`src/rtl/left_shift_sequencer_pkg.sv`:
```
// Shared types and defaults for the multi-cycle left shift sequencer.
package shift_seq_pkg;

  typedef enum logic [1:0] {
    IDLE,
    SHIFT,
    DONE
  } seq_state_t;

  localparam int DEFAULT_WIDTH = 32;

endpackage

```
`src/rtl/left_shift_sequencer_if.sv`:
```
// Request/result handshake bundle between a requester and the shift sequencer.
interface left_shift_sequencer_if #(
  parameter int WIDTH = 32
);
  localparam int SHAMT_W = $clog2(WIDTH);

  logic               StartValid;
  logic               StartReady;
  logic [WIDTH-1:0]   ValueIn;
  logic [SHAMT_W-1:0] ShiftAmount;
  logic               Abort;
  logic               ResultValid;
  logic               ResultReady;
  logic [WIDTH-1:0]   ValueOut;
  logic               Discarded;
  logic               Busy;

  modport master (
    output StartValid, ValueIn, ShiftAmount, Abort, ResultReady,
    input  StartReady, ResultValid, ValueOut, Discarded, Busy
  );

  modport slave (
    input  StartValid, ValueIn, ShiftAmount, Abort, ResultReady,
    output StartReady, ResultValid, ValueOut, Discarded, Busy
  );

endinterface

```
`src/rtl/left_shift_sequencer_shift.sv`:
```
// Single-bit left shift; the bit falling off the top is reported as CarryOut.
module shift_left_one_discard #(
  parameter int WIDTH = 32
) (
  input  logic [WIDTH-1:0] DataIn,
  output logic [WIDTH-1:0] DataOut,
  output logic             CarryOut
);

  assign DataOut  = {DataIn[WIDTH-2:0], 1'b0};
  assign CarryOut = DataIn[WIDTH-1];

endmodule

```
`src/rtl/left_shift_sequencer.sv`:
```
// Variable left shifter that reuses one 1-bit shift stage for Count cycles,
// tracking whether any set bit was pushed out of the MSB.
module left_shift_sequencer
  import shift_seq_pkg::*;
#(
  parameter int WIDTH = DEFAULT_WIDTH
) (
  input logic                   Clock,
  input logic                   ResetN,
  left_shift_sequencer_if.slave bus
);

  localparam int SHAMT_W = $clog2(WIDTH);

  seq_state_t         state;
  logic [SHAMT_W-1:0] count;
  logic [WIDTH-1:0]   valueReg;
  logic               discReg;
  logic [WIDTH-1:0]   shifted;
  logic               carry;

  shift_left_one_discard #(.WIDTH(WIDTH)) uShift (
    .DataIn   (valueReg),
    .DataOut  (shifted),
    .CarryOut (carry)
  );

  // Sequencer FSM plus working value, remaining count and sticky discard flag.
  // An abort leaves the datapath registers untouched; only the state unwinds.
  always_ff @(posedge Clock or negedge ResetN) begin
    if (!ResetN) begin
      state    <= IDLE;
      count    <= '0;
      valueReg <= '0;
      discReg  <= 1'b0;
    end else begin
      case (state)
        IDLE: begin
          if (bus.StartValid) begin
            valueReg <= bus.ValueIn;
            count    <= bus.ShiftAmount;
            discReg  <= 1'b0;
            state    <= (bus.ShiftAmount == '0) ? DONE : SHIFT;
          end
        end
        SHIFT: begin
          if (bus.Abort) begin
            state <= IDLE;
          end else begin
            valueReg <= shifted;
            discReg  <= discReg | carry;
            count    <= count - SHAMT_W'(1);
            if (count == SHAMT_W'(1)) state <= DONE;
          end
        end
        DONE: begin
          if (bus.ResultReady || bus.Abort) state <= IDLE;
        end
        default: state <= IDLE;
      endcase
    end
  end

  assign bus.StartReady  = (state == IDLE);
  assign bus.ResultValid = (state == DONE);
  assign bus.Busy        = (state != IDLE);
  assign bus.ValueOut    = valueReg;
  assign bus.Discarded   = discReg;

endmodule
```
`src/flat_wrapper.sv`:
```
// flat-port wrapper written by rule: the top's interface ports become plain ports
module left_shift_sequencer_flat import shift_seq_pkg::*;
#(
  parameter int WIDTH = DEFAULT_WIDTH
)
  (Clock, ResetN, bus_StartValid, bus_ValueIn, bus_ShiftAmount, bus_Abort, bus_ResultReady, bus_StartReady, bus_ResultValid, bus_ValueOut, bus_Discarded, bus_Busy);
  left_shift_sequencer_if #(.WIDTH(WIDTH)) bus_i ();
  input logic Clock;
  input logic ResetN;
  input wire logic [$bits(bus_i.StartValid)-1:0] bus_StartValid;
  input wire logic [$bits(bus_i.ValueIn)-1:0] bus_ValueIn;
  input wire logic [$bits(bus_i.ShiftAmount)-1:0] bus_ShiftAmount;
  input wire logic [$bits(bus_i.Abort)-1:0] bus_Abort;
  input wire logic [$bits(bus_i.ResultReady)-1:0] bus_ResultReady;
  output wire logic [$bits(bus_i.StartReady)-1:0] bus_StartReady;
  output wire logic [$bits(bus_i.ResultValid)-1:0] bus_ResultValid;
  output wire logic [$bits(bus_i.ValueOut)-1:0] bus_ValueOut;
  output wire logic [$bits(bus_i.Discarded)-1:0] bus_Discarded;
  output wire logic [$bits(bus_i.Busy)-1:0] bus_Busy;
  assign bus_i.StartValid = bus_StartValid;
  assign bus_i.ValueIn = bus_ValueIn;
  assign bus_i.ShiftAmount = bus_ShiftAmount;
  assign bus_i.Abort = bus_Abort;
  assign bus_i.ResultReady = bus_ResultReady;
  assign bus_StartReady = bus_i.StartReady;
  assign bus_ResultValid = bus_i.ResultValid;
  assign bus_ValueOut = bus_i.ValueOut;
  assign bus_Discarded = bus_i.Discarded;
  assign bus_Busy = bus_i.Busy;
  left_shift_sequencer #(.WIDTH(WIDTH)) u_core (.Clock(Clock), .ResetN(ResetN), .bus(bus_i));
endmodule
```
`config.mk`:
```
export PLATFORM = sky130hd
export DESIGN_NAME = left_shift_sequencer_flat
export DESIGN_NICKNAME = d
export VERILOG_FILES = /design/src/rtl/left_shift_sequencer_pkg.sv /design/src/rtl/left_shift_sequencer_if.sv /design/src/rtl/left_shift_sequencer_shift.sv /design/src/rtl/left_shift_sequencer.sv /design/src/flat_wrapper.sv
export SDC_FILE = /design/constraint.sdc
export NUM_CORES = 1
export LEC_CHECK = 0
export CAP_MARGIN = 20
export CORE_AREA = 2 2 72 74
export CTS_BUF_LIST = sky130_fd_sc_hd__clkbuf_8 sky130_fd_sc_hd__clkbuf_16
export CTS_CLUSTER_SIZE = 10
export DETAILED_ROUTE_END_ITERATION = 6
export DIE_AREA = 0 0 74 76
export PLACE_DENSITY_LB_ADDON = 0.08
export SETUP_SLACK_MARGIN = 0.5
export SYNTH_ARGS = -nofsm -noshare
export SYNTH_HDL_FRONTEND = slang
export SYNTH_SLANG_ARGS = --single-unit
export TNS_END_PERCENT = 1
```
`constraint.sdc`:
```
create_clock -name Clock -period 1.8 [get_ports Clock]
set_input_delay 0.18 -clock Clock [delete_from_list [all_inputs] [get_ports Clock]]
set_output_delay 0.18 -clock Clock [all_outputs]
set_load 0.02 [all_outputs]
```
==> flow_summary.ini, run 1 <==
[cts]
path_clk_slew_ps = 80
clockBufferDepth = 2
clock-root-buffer = clkbuf_8
cts.sinks = 40
h-tree-depth = 2
cts_tree = built
worstSkewPairLatency_ps = 290
cts_inserted_buffers = 5

[timing]
max_freq_mhz = 675
period_share = 0.823
fin_skew_ps = 6.02
final-hold-violation-count = 0
rsz0062_at_grt = true
fin_crit_ps = 1480
max_slew_margin = 0.640
worst_slew_pin_slew_ps = 540
final-max-slew-violation-count = 0
setup_viol = 0
tns_ps = 0
fin_hold_ws_ps = 400
setup_ws_ps = 319

[run_status]
outcome = finished clean

[die]
rows = 26
initial_core_util = 0.422
core_area_um2 = 4910
die_area_um2 = 5620
fp.dieH_um = 76
io_pins = 78
die_x_um = 74

[yosys]
yosysSeqAreaShare = 0.483
yosysWarnings = 0
synth_area_um2 = 2070
syn_nets = 279
syn_area_per_cell_um2 = 8.82
yosys_register_bits = 40
ys_types = 32
syn-instance-count = 235

[setup_path]
cp_cell_sequence = clkdlybuf4s50_1
cp-startpoint = u_core.bus.ValueOut[23]$_DFFE_PN0P_
worstPathRequired_ps = 1620
rrSetupSlack_ps = 390
critPathMaxFanout = 3
rr_worst_depth = 5
end_kind = output port
path_buf_inv = 1
path_delay_family = buffers and inverters
critPathSlowestCell = clkdlybuf4s50_1
critical_path_class = flop to output port
max_stage_delay_ps = 630
cp_data_arrival_time_ps = 1300
r2r-start = u_core.state[1]$_DFFE_PN0P_
start_kind = flop
r2r-end = u_core.bus.ValueOut[27]$_DFFE_PN0P_

[min_path]
min_path_type = input pin to async pin

[detailed_routing]
drtIter0Drc = 74
via_per_inst = 5.35
drtAntennaViolNets = 0
dr_total_vias = 2050
drt_wl_total_um = 5480
dr.pass1.iters = 5
drc = 0
wl_per_cell_um = 14.3

[final_layout]
fillers = 440
layout_common_cells = clkdlybuf4s50_1 (71), nand2_1 (63), dfrtp_1 (38)
layout_commonest_cell = clkdlybuf4s50_1
diodes = 0
fin_area_um2 = 3070
final_nets = 356
layout.area.seq_um2 = 1000
drive_gt1_frac = 0.0927
final_core_util = 0.625
fin_cells = 383
area_delta_synth_final_pct = 48.1
multi_input_area_um2 = 932

[power_and_ir_drop]
totalPowerFinal_mw = 5.35
p_per_area_nw_per_um2 = 1740
max-vdd-ir-drop_mv = 0.945
combPwrFrac = 0.528
switching_share = 0.406
p_int_mw = 3.18
p_leak_nw = 1.27
p_seq_frac = 0.323
pwr-share-clk = 0.149
p_sw_mw = 2.17

[global_routing]
antenna_found_initial = 0
grt_pass1_vias = 1935
grtUsageTotal = 0.196
gr-total-overflow = 0
grt_max_degree = 32
grt_pass1_wl_um = 8830

[place]
dp_cells = 374
dp_hpwl_um = 3870
gp_congestion = 0.896
place_area_um2 = 2920
io_buffers = 77
dp_slack_ps = 236

[run]
drv_cap = 0
## metal layers
metal	up-vias	GRT usage	wire length (um)	part of all wire
li1	988	-	-	-
met1	981	0.262	2440	0.45
met2	77	0.328	2640	0.48
met3	4	0.0370	352	0.064
met4	0	0.0418	44	0.0080
met5	-	0	0	0
## sequential cells by signal (all words and copies together), names as in the netlist
name and cells:
u_core.bus.ValueOut 32, u_core.count 5, u_core.bus.Discarded 1, u_core.state 2
## cells by family (layout without fill, tap and decap cells)
family          after synthesis  after routing  synth area share
simple gates                119            119             0.269
compound gates               48             48             0.153
mux                           1              1           0.00483
buf+inv                      25            103            0.0773
fa+ha+maj                     2              2            0.0121
flops                        40             40             0.483
## power by group through the flow
stage	combinational (mW)	clock, mW	sequential [mW]
floorplan	1.28	0	2.09
global placement	2.81	0	1.73
detailed placement	2.86	0	1.73
CTS	2.85	0.815	1.72
global route	3.07	0.852	1.80
finish	2.82	0.799	1.73
## final cells by class
type,instances,share of cell area
Clock inverter,1,0.00978
Clock buffer,7,0.0314
Inverter,3,0.00367
Multi-Input combinational cell,170,0.304
Timing Repair Buffer,92,0.296
Sequential cell,40,0.327
Tap cell,70,0.0285
## synthesized netlist by cell type (all sizes together)
cell / count / area (um^2)
nand2: 63 / 236
dfrtp: 40 / 1000
nor3: 35 / 175
a31oi: 31 / 194
buf: 16 / 121
clkbuf: 6 / 27.5
nor3b: 6 / 55.1
nor2: 5 / 18.8
o2bb2ai: 4 / 35.0
a21oi: 3 / 15.0
a22oi: 3 / 22.5
inv: 3 / 11.3
o22ai: 3 / 18.8
ha: 2 / 25.0
nor2b: 2 / 12.5
nor4b: 2 / 17.5
a211o: 1 / 8.76
a21o: 1 / 7.51
a22o: 1 / 8.76
and2b: 1 / 7.51
and3: 1 / 6.26
mux2i: 1 / 10.0
nand2b: 1 / 6.26
nor4: 1 / 6.26
nor4bb: 1 / 10.0
o21a: 1 / 7.51
or2: 1 / 6.26
## how the worst max path moves through the flow
| stage | end | slack, ps | cells after the start |
|---|---|---|---|
| 2_1_floorplan | bus_Busy | 470 | 3 |
| 3_3_place_gp | u_core.bus.ValueOut[18]$_DFFE_PN0P_ | 240 | 5 |
| 3_5_place_dp | u_core.bus.ValueOut[11]$_DFFE_PN0P_ | 240 | 5 |
| 4_1_cts | bus_ValueOut[24] | 300 | 1 |
| 5_1_grt | bus_ResultValid | 270 | 2 |
| 6_report | bus_ValueOut[23] | 320 | 1 |
## timing repair
item	4_1_cts	5_1_grt
hold buffers	1	0
resized for setup	6	5
endpoints found under the setup margin	75	74
buffers inserted	0	0
pin swaps	0	0
hold endpoints to repair	23	0
Note: power is estimated with default switching activity, not from simulation.
==> inputs of run 2 (changes only) <==
clock period = 1.4 ns   (was 1.8 ns; I/O delays follow)
==> flow_summary.ini, run 2 (synthesized netlist as in run 1, its figures left out) <==
[run_status]
outcome = complete, but fails checks
violations = setup timing

[cts]
worstSkewPairLatency_ps = 290
h-tree-depth = 2
clockBufferDepth = 2
cts.sinks = 40
path_clk_slew_ps = 80
clock-root-buffer = clkbuf_8
cts_inserted_buffers = 5
cts_tree = built

[power_and_ir_drop]
p_seq_frac = 0.316
p_sw_mw = 2.96
pwr-share-clk = 0.138
switching_share = 0.407
p_int_mw = 4.31
combPwrFrac = 0.546
p_leak_nw = 1.41
max-vdd-ir-drop_mv = 1.17
p_per_area_nw_per_um2 = 2220

[min_path]
min_path_type = input pin to async pin

[final_layout]
area_delta_synth_final_pct = 58.1
multi_input_area_um2 = 965
largest_reg_flops = 32
layout_common_cells = nand2_1 (63), buf_6 (46), clkdlybuf4s50_1 (40)
fin_cells = 395
layout_commonest_cell = nand2_1
diodes = 0
final_nets = 368
layout.area.seq_um2 = 1000
fillers = 406
drive_gt1_frac = 0.252

[place]
dp_hpwl_um = 3720
io_buffers = 77
dp_slack_ps = -124
gp_congestion = 0.816
dp_cells = 380

[timing]
setup_ws_ps = -50.6
final-max-slew-violation-count = 0
max_freq_mhz = 689
fin_crit_ps = 1450
fin_skew_ps = 4.93
period_share = 1.04
final-hold-violation-count = 0
rsz0062_at_grt = true
setup_viol = 23
worst_slew_pin_slew_ps = 373
max_slew_margin = 0.751

[setup_path]
start_kind = flop
critPathMaxFanout = 5
end_kind = flop
worstPathRequired_ps = 1580
cp_data_arrival_time_ps = 1630
rr_worst_depth = 6
critical_path_class = flop to flop

[die]
die_area_um2 = 5620
io_pins = 78
fp.dieH_um = 76
core_area_um2 = 4910
die_x_um = 74
initial_core_util = 0.422
rows = 26

[detailed_routing]
via_per_inst = 5.33
drtAntennaViolNets = 0
dr.pass1.iters = 4
wl_per_cell_um = 14.0
drc = 0
drtIter0Drc = 113
dr_total_vias = 2106
drt_wl_total_um = 5540

[global_routing]
antenna_found_initial = 0
grt_max_degree = 41
grt_pass1_vias = 2039
gr-total-overflow = 0
grt_pass1_wl_um = 9230
grtUsageTotal = 0.207

[run]
drv_cap = 0
-- run 2: cell types whose count changed in the layout (fill, tap and decap cells not counted), sizes merged --
cell           change
dlygate4sd2        -3
dlymetal6s2s       -1
buf               +48
clkdlybuf4s15      -1
clkinv             +1
clkdlybuf4s50     -31
clkbuf             -1
-- run 2: critical path, stage by stage (launching register included) --
cell and delay [ps]:
dfrtp_1 410, buf_6 150, nor3b_4 290, buf_6 170
buf_6 100, o22ai_1 80, o2bb2ai_1 140
-- run 2: power groups by stage --
stage               clock [mW]  combinational, mW  sequential, mW
detailed placement           0               3.71            2.23
finish                    1.00               3.97            2.30
global placement             0               3.65            2.24
floorplan                    0               1.68            2.69
global route              1.06               4.34            2.40
CTS                       1.02               3.84            2.31
-- run 2: layout make-up --
type,count,share of cell area
timing repair buffer,104,0.332
tap,70,0.0267
sequential,40,0.306
clock buffer,6,0.0252
clock inverter,2,0.0118
multi-input combinational,170,0.294
inverter,3,0.00344
-- run 2: timing repair --
action	4_1_cts	5_1_grt
buffers inserted	0	6
pin swaps	1	6
endpoints found under the hold margin	40	0
hold buffers	1	0
resized for setup	217	24
setup endpoints to repair	76	116
-- run 2: final timing paths --
kind,startpoint,to,slack (ps)
hold / removal,ResetN,u_core.bus.ValueOut[17]$_DFFE_PN0P_,370
min in group Clock,bus_ValueIn[30],u_core.bus.ValueOut[30]$_DFFE_PN0P_,410
setup reg to reg,u_core.state[1]$_DFFE_PN0P_,u_core.count[3]$_DFFE_PN0P_,-50
setup / recovery,u_core.state[1]$_DFFE_PN0P_,u_core.count[3]$_DFFE_PN0P_,-50
hold reg to reg,u_core.bus.Discarded$_DFFE_PN0P_,u_core.bus.Discarded$_DFFE_PN0P_,530
max in group asynchronous,ResetN,u_core.state[0]$_DFFE_PN0P_,720
-- run 2: metal layers --
| layer | up-vias | global-route usage | wire [um] |
|---|---|---|---|
| met5 | - | 0 | 0 |
| met1 | 1009 | 0.265 | 2420 |
| met2 | 78 | 0.342 | 2650 |
| li1 | 1012 | - | - |
| met3 | 7 | 0.0450 | 398 |
| met4 | 0 | 0.0691 | 73 |
-- run 2: metrics by stage --
stage / setup TNS, ps / total power, mW / hold slack (ps) / area (um^2) / util
detailed placement: -3860 / 5.94 / 239 / 2970 / 0.604
CTS: -3.83 / 7.18 / 401 / 3160 / 0.644
global placement: -3440 / 5.89 / 234 / 2970 / 0.604
global route: -3610 / 7.80 / 420 / 3280 / 0.667
floorplan: 0 / 4.37 / -156 / 2090 / -
finish: -438 / 7.28 / 371 / 3280 / 0.667
==> inputs of run 3 (changes only) <==
ABC_CLOCK_PERIOD_IN_PS = 1400   (was not set)
CAP_MARGIN = 5   (was 20)
PLACE_DENSITY = 0.81   (was not set)
PLACE_DENSITY_LB_ADDON = not set   (was 0.08)
==> flow_summary.ini, run 3 (synthesized netlist as in run 1, its figures left out) <==
[detailed_routing]
drtIter0Drc = 165
drtAntennaViolNets = 0
drt_wl_total_um = 5570
via_per_inst = 5.41
dr_total_vias = 2109
wl_per_cell_um = 14.3
dr.pass1.iters = 5
drc = 0

[final_layout]
diodes = 0
area_delta_synth_final_pct = 53.2
largest_reg_flops = 32
drive_gt1_frac = 0.231
layout_common_cells = nand2_1 (63), buf_6 (40), clkdlybuf4s50_1 (40)
final_nets = 363
layout_commonest_cell = nand2_1

[cts]
cts_tree = built
clock-root-buffer = clkbuf_8
cts.sinks = 40
clockBufferDepth = 2
h-tree-depth = 2
worstSkewPairLatency_ps = 290
cts_inserted_buffers = 5
path_clk_slew_ps = 80
post_cts.repair.setup_buffers = 0

[timing]
worst_slew_pin_slew_ps = 414
fin_crit_ps = 1430
final-hold-violation-count = 0
rsz0062_at_grt = true
fin_skew_ps = 7.84
setup_ws_ps = -29.7
max_freq_mhz = 699
max_slew_margin = 0.723
tns_ps = -198
setup_viol = 20
period_share = 1.02
final-max-slew-violation-count = 0

[setup_path]
worstPathRequired_ps = 1570
critPathMaxFanout = 7
max_stage_delay_ps = 430
path_depth = 4
start_kind = flop
critical_path_class = flop to flop
critPathSlowestCell = dfrtp_1
cp_cell_sequence = buf_12 > nor3b_4 > nor2_1 > a211o_1
path_delay_family = simple AND/OR/NAND/NOR gates
cp-startpoint = u_core.state[1]$_DFFE_PN0P_
path_buf_inv = 1
cp_data_arrival_time_ps = 1600
r2r-end = u_core.count[0]$_DFFE_PN0P_
r2r-start = u_core.state[1]$_DFFE_PN0P_
crit_path_end = u_core.count[0]$_DFFE_PN0P_
end_kind = flop
rrSetupSlack_ps = -30
rr_worst_depth = 4

[power_and_ir_drop]
pwr-share-clk = 0.114
switching_share = 0.421
p_seq_frac = 0.335
p_per_area_nw_per_um2 = 2200
p_sw_mw = 2.93
p_int_mw = 4.04
combPwrFrac = 0.551
totalPowerFinal_mw = 6.98
max-vdd-ir-drop_mv = 1.06
p_leak_nw = 1.37

[global_routing]
antenna_found_initial = 0
grt_max_degree = 23
grtUsageTotal = 0.196
grt_pass1_wl_um = 8880
grt_pass1_vias = 1932
gr-total-overflow = 0

[run_status]
outcome = complete, but fails checks
violations = setup timing

[die]
die_x_um = 74
initial_core_util = 0.422
fp.dieH_um = 76
core_area_um2 = 4910
io_pins = 78
die_area_um2 = 5620
rows = 26

[place]
io_buffers = 77
gp_congestion = 0.846
dp_hpwl_um = 3920

[min_path]
min_path_type = input pin to async pin

[run]
drv_cap = 0
run 3: cell types whose count changed in the layout (fill, tap and decap cells not counted), moves of 2 or more:
| cell | previous run | this run |
|---|---|---|
| buf_4 | 12 | 14 |
| buf_6 | 46 | 40 |
| buf_8 | 3 | 1 |
| inv_1 | 2 | 4 |
run 3: power groups by stage:
stage          sequential, mW  clock (mW)  combinational [mW]
2_1_floorplan            2.69           0                1.68
3_3_place_gp             2.23           0                3.60
3_5_place_dp             2.25           0                3.68
4_1_cts                  2.32       0.807                3.85
5_1_grt                  2.42       0.853                4.15
6_report                 2.33       0.797                3.85
run 3: repair_timing:
item	CTS	global route
pin swaps	1	0
setup endpoints to repair	76	95
cloned	1	0
endpoints found under the hold margin	18	0
hold buffers	1	0
gates resized for setup	223	5
run 3: worst min-delay path by stage:
| stage | start | end | slack (ps) | cells past startpoint |
|---|---|---|---|---|
| floorplan | ResetN | u_core.bus.Discarded$_DFFE_PN0P_ | -160 | 0 |
| global placement | ResetN | u_core.bus.ValueOut[19]$_DFFE_PN0P_ | 110 | 1 |
| detailed placement | ResetN | u_core.bus.ValueOut[19]$_DFFE_PN0P_ | 120 | 1 |
| CTS | ResetN | u_core.bus.ValueOut[24]$_DFFE_PN0P_ | 350 | 2 |
| global route | ResetN | u_core.bus.ValueOut[24]$_DFFE_PN0P_ | 310 | 2 |
| finish | ResetN | u_core.bus.ValueOut[19]$_DFFE_PN0P_ | 300 | 2 |
run 3: routing by layer:
metal	wire, um	vias up	track usage
li1	-	1003	-
met1	2350	1015	0.273
met2	2740	85	0.306
met3	444	6	0.0357
met4	39	0	0.0673
met5	0	-	0
run 3: area by class of cell:
cell class              instances  area (um^2)
fillers                       405         1740
repair buffers                 99         1030
flip-flops and latches         40         1000
multi-input cells             170          951
well taps                      70         87.6
clock buffers                   6         82.6
clock inverters                 2         11.3
inverters                       3         11.3
run 3: through the flow:
stage / utilization / cell area [um^2] / worst slack (ps) / hold WS (ps) / instances
2_1_floorplan: - / 2090 / 174 / -156 / 235
5_1_grt: 0.646 / 3170 / -110 / 314 / 390
3_3_place_gp: 0.607 / 2980 / -97.2 / 114 / 380
3_5_place_dp: 0.607 / 2980 / -142 / 117 / 380
6_report: 0.646 / 3170 / -29.7 / 304 / 390
4_1_cts: 0.642 / 3150 / -24.9 / 347 / 390
